<file path="src/rtl/ps2_key_sequencer.sv">
`default_nettype none
// ============================================================================
// Module   : ps2_key_sequencer
// Brief    : Sequences a PS/2 byte receiver, decodes Set-2 prefixes and queues
//            key events in a small valid/ready FIFO.
// Revision : 1.0 - initial release
// ============================================================================
module ps2_key_sequencer #(
    parameter int TIMEOUT_CYCLES = 200000,
    parameter int RST_CYCLES     = 4,
    parameter int FIFO_DEPTH     = 4
) (
    input  logic       clk_i,
    input  logic       rst_i,
    input  logic       ps2_clk_i,
    input  logic       rx_flag_i,
    input  logic [7:0] rx_data_i,
    output logic       rx_rst_o,
    output logic       evt_valid_o,
    input  logic       evt_ready_i,
    output logic [7:0] evt_code_o,
    output logic       evt_ext_o,
    output logic       evt_release_o,
    output logic       overflow_o,
    output logic       timeout_o
);

    localparam int c_ADDR_W = $clog2(FIFO_DEPTH);
    localparam int c_CNT_W  = c_ADDR_W + 1;
    localparam int c_WD_W   = $clog2(TIMEOUT_CYCLES + 1);
    localparam int c_RC_W   = $clog2(RST_CYCLES + 1);
    localparam logic [c_WD_W-1:0]  c_WD_LAST = c_WD_W'(TIMEOUT_CYCLES - 1);
    localparam logic [c_RC_W-1:0]  c_RC_LAST = c_RC_W'(RST_CYCLES - 1);
    localparam logic [c_CNT_W-1:0] c_FULL    = c_CNT_W'(FIFO_DEPTH);

    typedef enum logic [2:0] {
        S_IDLE    = 3'd0,
        S_EXT     = 3'd1,
        S_BRK     = 3'd2,
        S_EXT_BRK = 3'd3,
        S_SKIP    = 3'd4
    } state_t;

    logic r_ps2_s1, r_ps2_s2, r_ps2_d;
    logic r_flag_s1, r_flag_s2, r_flag_d;
    logic w_ps2_fall, w_flag_fall;
    logic [7:0] r_byte;
    logic       r_byte_stb;

    logic              r_wd_active;
    logic [c_WD_W-1:0] r_wd_cnt;
    logic              r_timeout;
    logic              r_rx_rst;
    logic [c_RC_W-1:0] r_rst_cnt;
    logic              w_wd_fire;

    state_t     r_state;
    logic [2:0] r_skip_cnt;
    logic       w_push;
    logic [9:0] w_push_data;
    logic       w_is_noise;

    logic [9:0]         r_mem [FIFO_DEPTH];
    logic [c_ADDR_W-1:0] r_wp, r_rp;
    logic [c_CNT_W-1:0]  r_count;
    logic               r_overflow;
    logic               w_full, w_empty, w_pop, w_wr;

    assign w_ps2_fall  = r_ps2_d & ~r_ps2_s2;
    assign w_flag_fall = r_flag_d & ~r_flag_s2;

    always_ff @(posedge clk_i or posedge rst_i) begin
        if (rst_i) begin
            r_ps2_s1   <= 1'b1;
            r_ps2_s2   <= 1'b1;
            r_ps2_d    <= 1'b1;
            r_flag_s1  <= 1'b0;
            r_flag_s2  <= 1'b0;
            r_flag_d   <= 1'b0;
            r_byte     <= 8'h00;
            r_byte_stb <= 1'b0;
        end else begin
            r_ps2_s1   <= ps2_clk_i;
            r_ps2_s2   <= r_ps2_s1;
            r_ps2_d    <= r_ps2_s2;
            r_flag_s1  <= rx_flag_i;
            r_flag_s2  <= r_flag_s1;
            r_flag_d   <= r_flag_s2;
            r_byte_stb <= w_flag_fall;
            if (w_flag_fall) begin
                r_byte <= rx_data_i;
            end
        end
    end

    // A completed byte always wins over a timeout landing on the same cycle.
    assign w_wd_fire = r_wd_active & ~r_byte_stb & (r_wd_cnt == c_WD_LAST);

    always_ff @(posedge clk_i or posedge rst_i) begin
        if (rst_i) begin
            r_wd_active <= 1'b0;
            r_wd_cnt    <= '0;
            r_timeout   <= 1'b0;
            r_rx_rst    <= 1'b0;
            r_rst_cnt   <= '0;
        end else begin
            r_timeout <= w_wd_fire;
            if (r_byte_stb || w_wd_fire) begin
                r_wd_active <= 1'b0;
                r_wd_cnt    <= '0;
            end else if (r_wd_active) begin
                r_wd_cnt <= r_wd_cnt + 1'b1;
            end else if (w_ps2_fall && !r_rx_rst) begin
                r_wd_active <= 1'b1;
                r_wd_cnt    <= '0;
            end

            if (w_wd_fire) begin
                r_rx_rst  <= 1'b1;
                r_rst_cnt <= c_RC_LAST;
            end else if (r_rx_rst) begin
                if (r_rst_cnt == '0) begin
                    r_rx_rst <= 1'b0;
                end else begin
                    r_rst_cnt <= r_rst_cnt - 1'b1;
                end
            end
        end
    end

    // Acknowledge, self-test and error bytes never become key events.
    assign w_is_noise = (r_byte == 8'hAA) || (r_byte == 8'hFA) || (r_byte == 8'hFE) ||
                        (r_byte == 8'hEE) || (r_byte == 8'h00) || (r_byte == 8'hFF);

    always_comb begin
        w_push      = 1'b0;
        w_push_data = {2'b00, r_byte};
        if (r_byte_stb) begin
            case (r_state)
                S_IDLE: begin
                    if (r_byte != 8'hE0 && r_byte != 8'hF0 && r_byte != 8'hE1 && !w_is_noise) begin
                        w_push = 1'b1;
                    end
                end
                S_EXT: begin
                    if (r_byte != 8'hF0) begin
                        w_push      = 1'b1;
                        w_push_data = {2'b10, r_byte};
                    end
                end
                S_BRK: begin
                    w_push      = 1'b1;
                    w_push_data = {2'b01, r_byte};
                end
                S_EXT_BRK: begin
                    w_push      = 1'b1;
                    w_push_data = {2'b11, r_byte};
                end
                default: begin
                    w_push = 1'b0;
                end
            endcase
        end
    end

    always_ff @(posedge clk_i or posedge rst_i) begin
        if (rst_i) begin
            r_state    <= S_IDLE;
            r_skip_cnt <= 3'd0;
        end else if (w_wd_fire) begin
            r_state    <= S_IDLE;
            r_skip_cnt <= 3'd0;
        end else if (r_byte_stb) begin
            case (r_state)
                S_IDLE: begin
                    if (r_byte == 8'hE0) begin
                        r_state <= S_EXT;
                    end else if (r_byte == 8'hF0) begin
                        r_state <= S_BRK;
                    end else if (r_byte == 8'hE1) begin
                        r_state    <= S_SKIP;
                        r_skip_cnt <= 3'd7;
                    end
                end
                S_EXT:     r_state <= (r_byte == 8'hF0) ? S_EXT_BRK : S_IDLE;
                S_BRK:     r_state <= S_IDLE;
                S_EXT_BRK: r_state <= S_IDLE;
                S_SKIP: begin
                    r_skip_cnt <= r_skip_cnt - 3'd1;
                    if (r_skip_cnt == 3'd1) begin
                        r_state <= S_IDLE;
                    end
                end
                default:   r_state <= S_IDLE;
            endcase
        end
    end

    assign w_full  = (r_count == c_FULL);
    assign w_empty = (r_count == '0);
    assign w_pop   = ~w_empty & evt_ready_i;
    assign w_wr    = w_push & (~w_full | w_pop);

    always_ff @(posedge clk_i or posedge rst_i) begin
        if (rst_i) begin
            for (int i = 0; i < FIFO_DEPTH; i++) begin
                r_mem[i] <= '0;
            end
            r_wp       <= '0;
            r_rp       <= '0;
            r_count    <= '0;
            r_overflow <= 1'b0;
        end else begin
            if (w_wr) begin
                r_mem[r_wp] <= w_push_data;
                r_wp        <= r_wp + 1'b1;
            end
            if (w_pop) begin
                r_rp <= r_rp + 1'b1;
            end
            if (w_wr && !w_pop) begin
                r_count <= r_count + 1'b1;
            end else if (!w_wr && w_pop) begin
                r_count <= r_count - 1'b1;
            end
            if (w_push && w_full && !w_pop) begin
                r_overflow <= 1'b1;
            end
        end
    end

    assign evt_valid_o                               = ~w_empty;
    assign {evt_ext_o, evt_release_o, evt_code_o}    = r_mem[r_rp];
    assign overflow_o                                = r_overflow;
    assign timeout_o                                 = r_timeout;
    assign rx_rst_o                                  = r_rx_rst;

endmodule
`default_nettype wire

</file>
<file path="config.mk">
export PLATFORM = sky130hd
export DESIGN_NAME = ps2_key_sequencer
export DESIGN_NICKNAME = d
export VERILOG_FILES = /design/src/rtl/ps2_key_sequencer.sv
export SDC_FILE = /design/constraint.sdc
export NUM_CORES = 1
export LEC_CHECK = 0
export CORE_ASPECT_RATIO = 1.25
export CORE_MARGIN = 2
export CORE_UTILIZATION = 51
export DETAILED_ROUTE_END_ITERATION = 16
export HOLD_SLACK_MARGIN = 0.1
export PLACE_DENSITY = 0.7
export SLEW_MARGIN = 30
export SYNTH_ARGS = -nofsm -noshare
export SYNTH_HDL_FRONTEND = slang
export SYNTH_SLANG_ARGS = --single-unit
</file>
<file path="constraint.sdc">
create_clock -name clk_i -period 7.8 [get_ports clk_i]
set_input_delay 1.56 -clock clk_i [delete_from_list [all_inputs] [get_ports clk_i]]
set_output_delay 1.56 -clock clk_i [all_outputs]
set_load 0.03 [all_outputs]
</file>
==> results of run 1 <==
-- registers in the layout, indices dropped and copies added, names as in the netlist, 2 cells and up --
signal,flops
r_wp,2
r_rst_cnt,3
r_count,3
r_wd_cnt,18
r_byte,8
r_state,3
r_rp,2
r_skip_cnt,3
r_mem,40
-- worst max-delay path by stage --
stage                     cells after the start       endpoint         from  slack [ns]
after floorplan                               1     overflow_o        rst_i        3.82
after global placement                        8     r_count[1]  evt_ready_i        4.08
after detailed placement                      8     r_count[1]  evt_ready_i        4.02
after CTS                                     2  evt_code_o[6]      r_rp[0]        3.74
after global routing                          2  evt_code_o[0]      r_rp[0]        3.66
final                                         2  evt_code_o[6]      r_rp[0]        3.79
-- metrics by stage --
step / worst slack, ns / hold WS (ns)
finish: 3.79 / 0.352
global route: 3.66 / 0.362
CTS: 3.74 / 0.354
detailed placement: 4.02 / 0.335
global placement: 4.08 / 0.334
floorplan: 3.82 / 0.331
-- worst max-delay path, cell delays in order, from the launching register on --
cell and delay [ns]:
dfrtp_1 0.87, mux4_2 0.61, clkdlybuf4s50_1 0.61
-- placed cells by master (no fill, tap or decap), types with 4 or more instances in the layout --
cell type        count
a21oi_4              4
inv_1               20
nand4_1             10
xor2_1              13
nor2_1              29
dfrtp_1             90
ha_1                10
clkbuf_8            12
a21oi_1              4
mux2_2               8
nand2_1             21
xnor2_1              9
o22ai_1              4
o21ai_0              8
nand3_1             10
mux4_2              10
mux2_4              36
or3_1                4
nor4_1               5
clkdlybuf4s50_1     26
-- where the power goes --
part	internal [uW]	switching [uW]
clock	142	158
sequential	615	139
combinational	351	269
-- logic make-up (layout without fill, tap and decap cells) --
logic type	count (synthesis)	in the layout
buffers and inverters	34	64
flip-flops	93	93
XOR/XNOR	22	22
AO/OA/AOI/OAI	41	41
AND/OR/NAND/NOR	100	100
multiplexers	56	56
adder cells (fa/ha/maj)	11	11
-- layer usage --
metal	GRT usage	routed length (microns)	share of wire	vias to the layer above
met2	0.308	4200	0.49	48
met5	0	0	0	-
met1	0.272	3910	0.46	1439
met4	0.0628	159	0.019	0
li1	-	-	-	1318
met3	0.0556	304	0.035	12
-- cell type report --
class                           count  area (sq um)
Clock buffer                       15           176
Clock inverter                      1          5.00
Fill cell                         704          3600
Inverter                           21          80.1
Multi-Input combinational cell    230          2090
Sequential cell                    93          2330
Tap cell                          120           150
Timing Repair Buffer               27           272
==> results_dict.tcl, run 1 <==
set metrics [dict create \
    status "finished, final reports clean" \
    nets 406 \
    dpl_cell_area_sq_um 4920 \
    grtUsageTotal 0.198 \
    synth_cell_types 57 \
    drc 0 \
    power_uw 1670 \
    synth_edf_count 0 \
    crit_required_ns 6.24 \
    r2r-end "r_count[2]" \
    antenna_found_initial 0 \
    overflow 0 \
    root_buffer "clkbuf_8" \
    io_pins 27 \
    cts_setup_buffers 0 \
    path_max_fanout 12 \
    fin_area_sq_um 5100 \
    syn_inst 357 \
    yosysSeqAreaShare 0.511 \
    cts_hold_buf 0 \
    setup.worst_path.end_class "output pin" \
    hold_start "r_flag_s1" \
    start_util 0.524 \
    routabilityCongestion 0.772 \
    die_h_microns 110 \
    ctsHtreeMaxLevel 3 \
    grt_pass1_wl_microns 14500 \
    cts_resized 0 \
    start_kind "flip-flop" \
    vdd_drop_max_uv 255 \
    power.density_nw_per_um2 328 \
    placed_cells 491 \
    rrSetupSlack_ns 4.85 \
    synthMuxAreaShare 0.192 \
    via_per_inst 5.56 \
    coreArea_sq_um 8700 \
    worstSkewPairLatency_ns 0.36 \
    synth_top_family_by_area "multiplexers" \
    cap_violations 0 \
    yosys.area_share.simple 0.112 \
    synth.avg_cell_area_sq_um 12.8 \
    grt_max_degree 88 \
    hold_class "flip-flop to flip-flop" \
    antenna_cells 0 \
    finalHoldViolCount 0 \
    synth_nets 381 \
    r2r-start "r_state[1]" \
    yosysMostFrequentCell "dfrtp_1" \
    synth_fa_ha_area_frac 0.0318 \
    synth_xor_area_frac 0.0423 \
    yosysTopAreaCell "dfrtp_1" \
    leakage_uw 0.00221 \
    dpl.hpwl_microns 5720 \
    clkTransAtPathRegs_ns 0.08 \
    die_w_microns 88.6 \
    worst_slew_pin_slew_ns 0.807 \
    drv_slew 0 \
    ys.flop_type "dfrtp_1" \
    clock-sinks 93 \
    clock.fmax_mhz 249 \
    criticalPathCategory "flip-flop to output pin" \
    ys_ff_latch 93 \
    clock_path_buffers 2 \
    finalSetupTns_ns 0 \
    routed_wl_microns 8570 \
    yosys.area.top_type_share 0.494 \
    fin_crit_sh 0.514 \
    ant_nets 0 \
    fin_worst_skew_ns 0.00784 \
    dr.pass1.iters 4 \
    port_buffers 26 \
    hold-path-endpoint "r_flag_s2" \
    setup_viol 0 \
    final_core_util 0.586 \
    die_area_sq_um 9720 \
    numCtsBuffers 9 \
    grt_pass1_vias 2933 \
    syn_to_final_growth_pct 11.9 \
    cts_tree "built" \
    netlist_top_cells_count "dfrtp_1 (90), mux2_4 (36), nor2_1 (29)" \
    hold_depth 0 \
    synthArstFlopShare 1.00 \
    stdcell_count 507 \
    synth_area_leaders "dfrtp_1 (49%), mux2_4 (12%), mux4_2 (4.9%)" \
    yosys_warnings 0 \
    fin_crit_ns 4.01 \
    routedWlPerCell_microns 16.9 \
    r2r_cells 11 \
    cp_data_arrival_time_ns 2.45 \
    slew_headroom 0.462 \
    drive_gt1_frac 0.235 \
    drt_iter0_drc 148 \
    rsz0062_at_grt "no" \
    synth_compound_area_frac 0.0779 \
    synth_area_sq_um 4560 \
    vias 2817 \
    fp-row-count 38 \
]
Note: power is estimated with default switching activity, not from simulation.
==> inputs of run 2 (changes only) <==
==> constraint.sdc (replaced) <==
create_clock -name clk_i -period 3.8 [get_ports clk_i]
set_input_delay 0.76 -clock clk_i [delete_from_list [all_inputs] [get_ports clk_i]]
set_output_delay 0.76 -clock clk_i [all_outputs]
set_load 0.03 [all_outputs]
==> results_dict.tcl, run 2 (synthesis gave the netlist of run 1 again) <==
set metrics [dict create \
    status "finished, final reports clean" \
    clock.fmax_mhz 316 \
    top_usage_layer "met2" \
    setup_viol 0 \
    finalHoldViolCount 0 \
    met2_usage 0.296 \
    die_h_microns 110 \
    worst_slew_pin_slew_ns 0.727 \
    routabilityCongestion 0.769 \
    power_uw 3610 \
    vias 2800 \
    worst_path_max_delay_cell "dfrtp_1" \
    die_w_microns 88.6 \
    dr.pass1.iters 6 \
    die_area_sq_um 9720 \
    clock-sinks 93 \
    cts_resized 0 \
    cts_setup_buffers 0 \
    drc 0 \
    io_pins 27 \
    grt_use_met3 0.0398 \
    hold-path-endpoint "r_flag_s2" \
    start_kind "flip-flop" \
    rsz0062_at_grt "no" \
    setup.worst_path.end_class "output pin" \
    fin_worst_skew_ns 0.00875 \
    reg_top3 "r_mem (40), r_wd_cnt (18), r_byte (8)" \
    antenna_found_initial 0 \
    routedWlPerCell_microns 16.5 \
    fin_crit_sh 0.834 \
    setup_ws_ns 0.631 \
    criticalPathCategory "flip-flop to output pin" \
    fillers 715 \
    drv_slew 0 \
    seq_area_sq_um 2330 \
    antenna_cells 0 \
    fin_hold_ws_ns 0.354 \
    mostFrequentLayoutCells "dfrtp_1 (90), mux2_4 (36), nor2_1 (29), clkdlybuf4s50_1 (26), nand2_1 (21)" \
    clkTransAtPathRegs_ns 0.09 \
    cts_hold_buf 0 \
    fin_crit_ns 3.17 \
    crit_required_ns 3.04 \
    fp-row-count 38 \
    clock_path_buffers 2 \
    via_per_inst 5.49 \
    r2r-end "r_count[2]" \
    slowest_delay_ns 0.82 \
    power.density_nw_per_um2 697 \
    slew_headroom 0.515 \
    grtUsageTotal 0.195 \
    start_util 0.524 \
    cap_violations 0 \
    path_max_fanout 11 \
    hold_depth 0 \
    ant_nets 0 \
    numCtsBuffers 9 \
    nets 409 \
    syn_to_final_growth_pct 13.7 \
    cts_tree "built" \
    pre_cts_slack_ns 0.794 \
    overflow 0 \
    dpl.hpwl_microns 5610 \
    r2r_cells 11 \
    met1_usage 0.271 \
    path_cells "mux4_2 > clkdlybuf4s50_1" \
    ctsHtreeMaxLevel 3 \
    r2r-start "r_state[1]" \
    dpl_cell_area_sq_um 4940 \
    final_common_cell "dfrtp_1" \
    routed_wl_microns 8390 \
    finalSetupTns_ns 0 \
    vdd_drop_max_uv 472 \
    multi_input_area_sq_um 2080 \
    path_buf_inv 1 \
    coreArea_sq_um 8700 \
    port_buffers 26 \
    drive_gt1_frac 0.244 \
    rrSetupSlack_ns 0.89 \
    leakage_uw 0.00225 \
    root_buffer "clkbuf_8" \
    largest-register "r_mem" \
    crit_family "flip-flops" \
    largest_register_ffs 40 \
    grt_pass1_vias 2869 \
    worstSkewPairLatency_ns 0.37 \
    hold_class "flip-flop to flip-flop" \
    grt_pass1_wl_microns 14300 \
    hold_start "r_flag_s1" \
    drt_iter0_drc 199 \
    cp_data_arrival_time_ns 2.41 \
    fin_area_sq_um 5180 \
    grt_max_degree 54 \
]
run 2: how the worst max path moves through the flow:
stage           startpoint             to  slack, ns  depth (start not counted)
2_1_floorplan        rst_i     overflow_o       0.62                          1
3_3_place_gp   evt_ready_i     r_count[1]       0.87                          8
3_5_place_dp   evt_ready_i     r_count[1]       0.79                          8
4_1_cts            r_rp[0]  evt_code_o[5]       0.57                          2
5_1_grt            r_rp[0]  evt_code_o[3]       0.50                          2
6_report           r_rp[0]      evt_ext_o       0.63                          2
run 2: report_power, final:
part           leakage (uW)  internal [uW]  switching, uW
Sequential          0.00117           1260            274
Clock              0.000123            435            358
Combinational      0.000954            729            553
run 2: cell type report:
cell class,count,area share
timing repair buffer,30,0.0584
clock inverter,7,0.0220
sequential,93,0.450
multi-input combinational,230,0.401
clock buffer,9,0.0239
inverter,21,0.0155
tap,120,0.0290
run 2: per-stage QoR:
step | std cells | utilization
3_5_place_dp | 494 | 0.568
6_report | 510 | 0.596
5_1_grt | 510 | 0.596
3_3_place_gp | 494 | 0.568
4_1_cts | 510 | 0.596
2_1_floorplan | 357 | -
run 2: layer usage:
layer / vias up / share of wire
li1: 1319 / -
met1: 1433 / 0.47
met2: 35 / 0.49
met3: 13 / 0.025
met4: 0 / 0.020
met5: - / 0
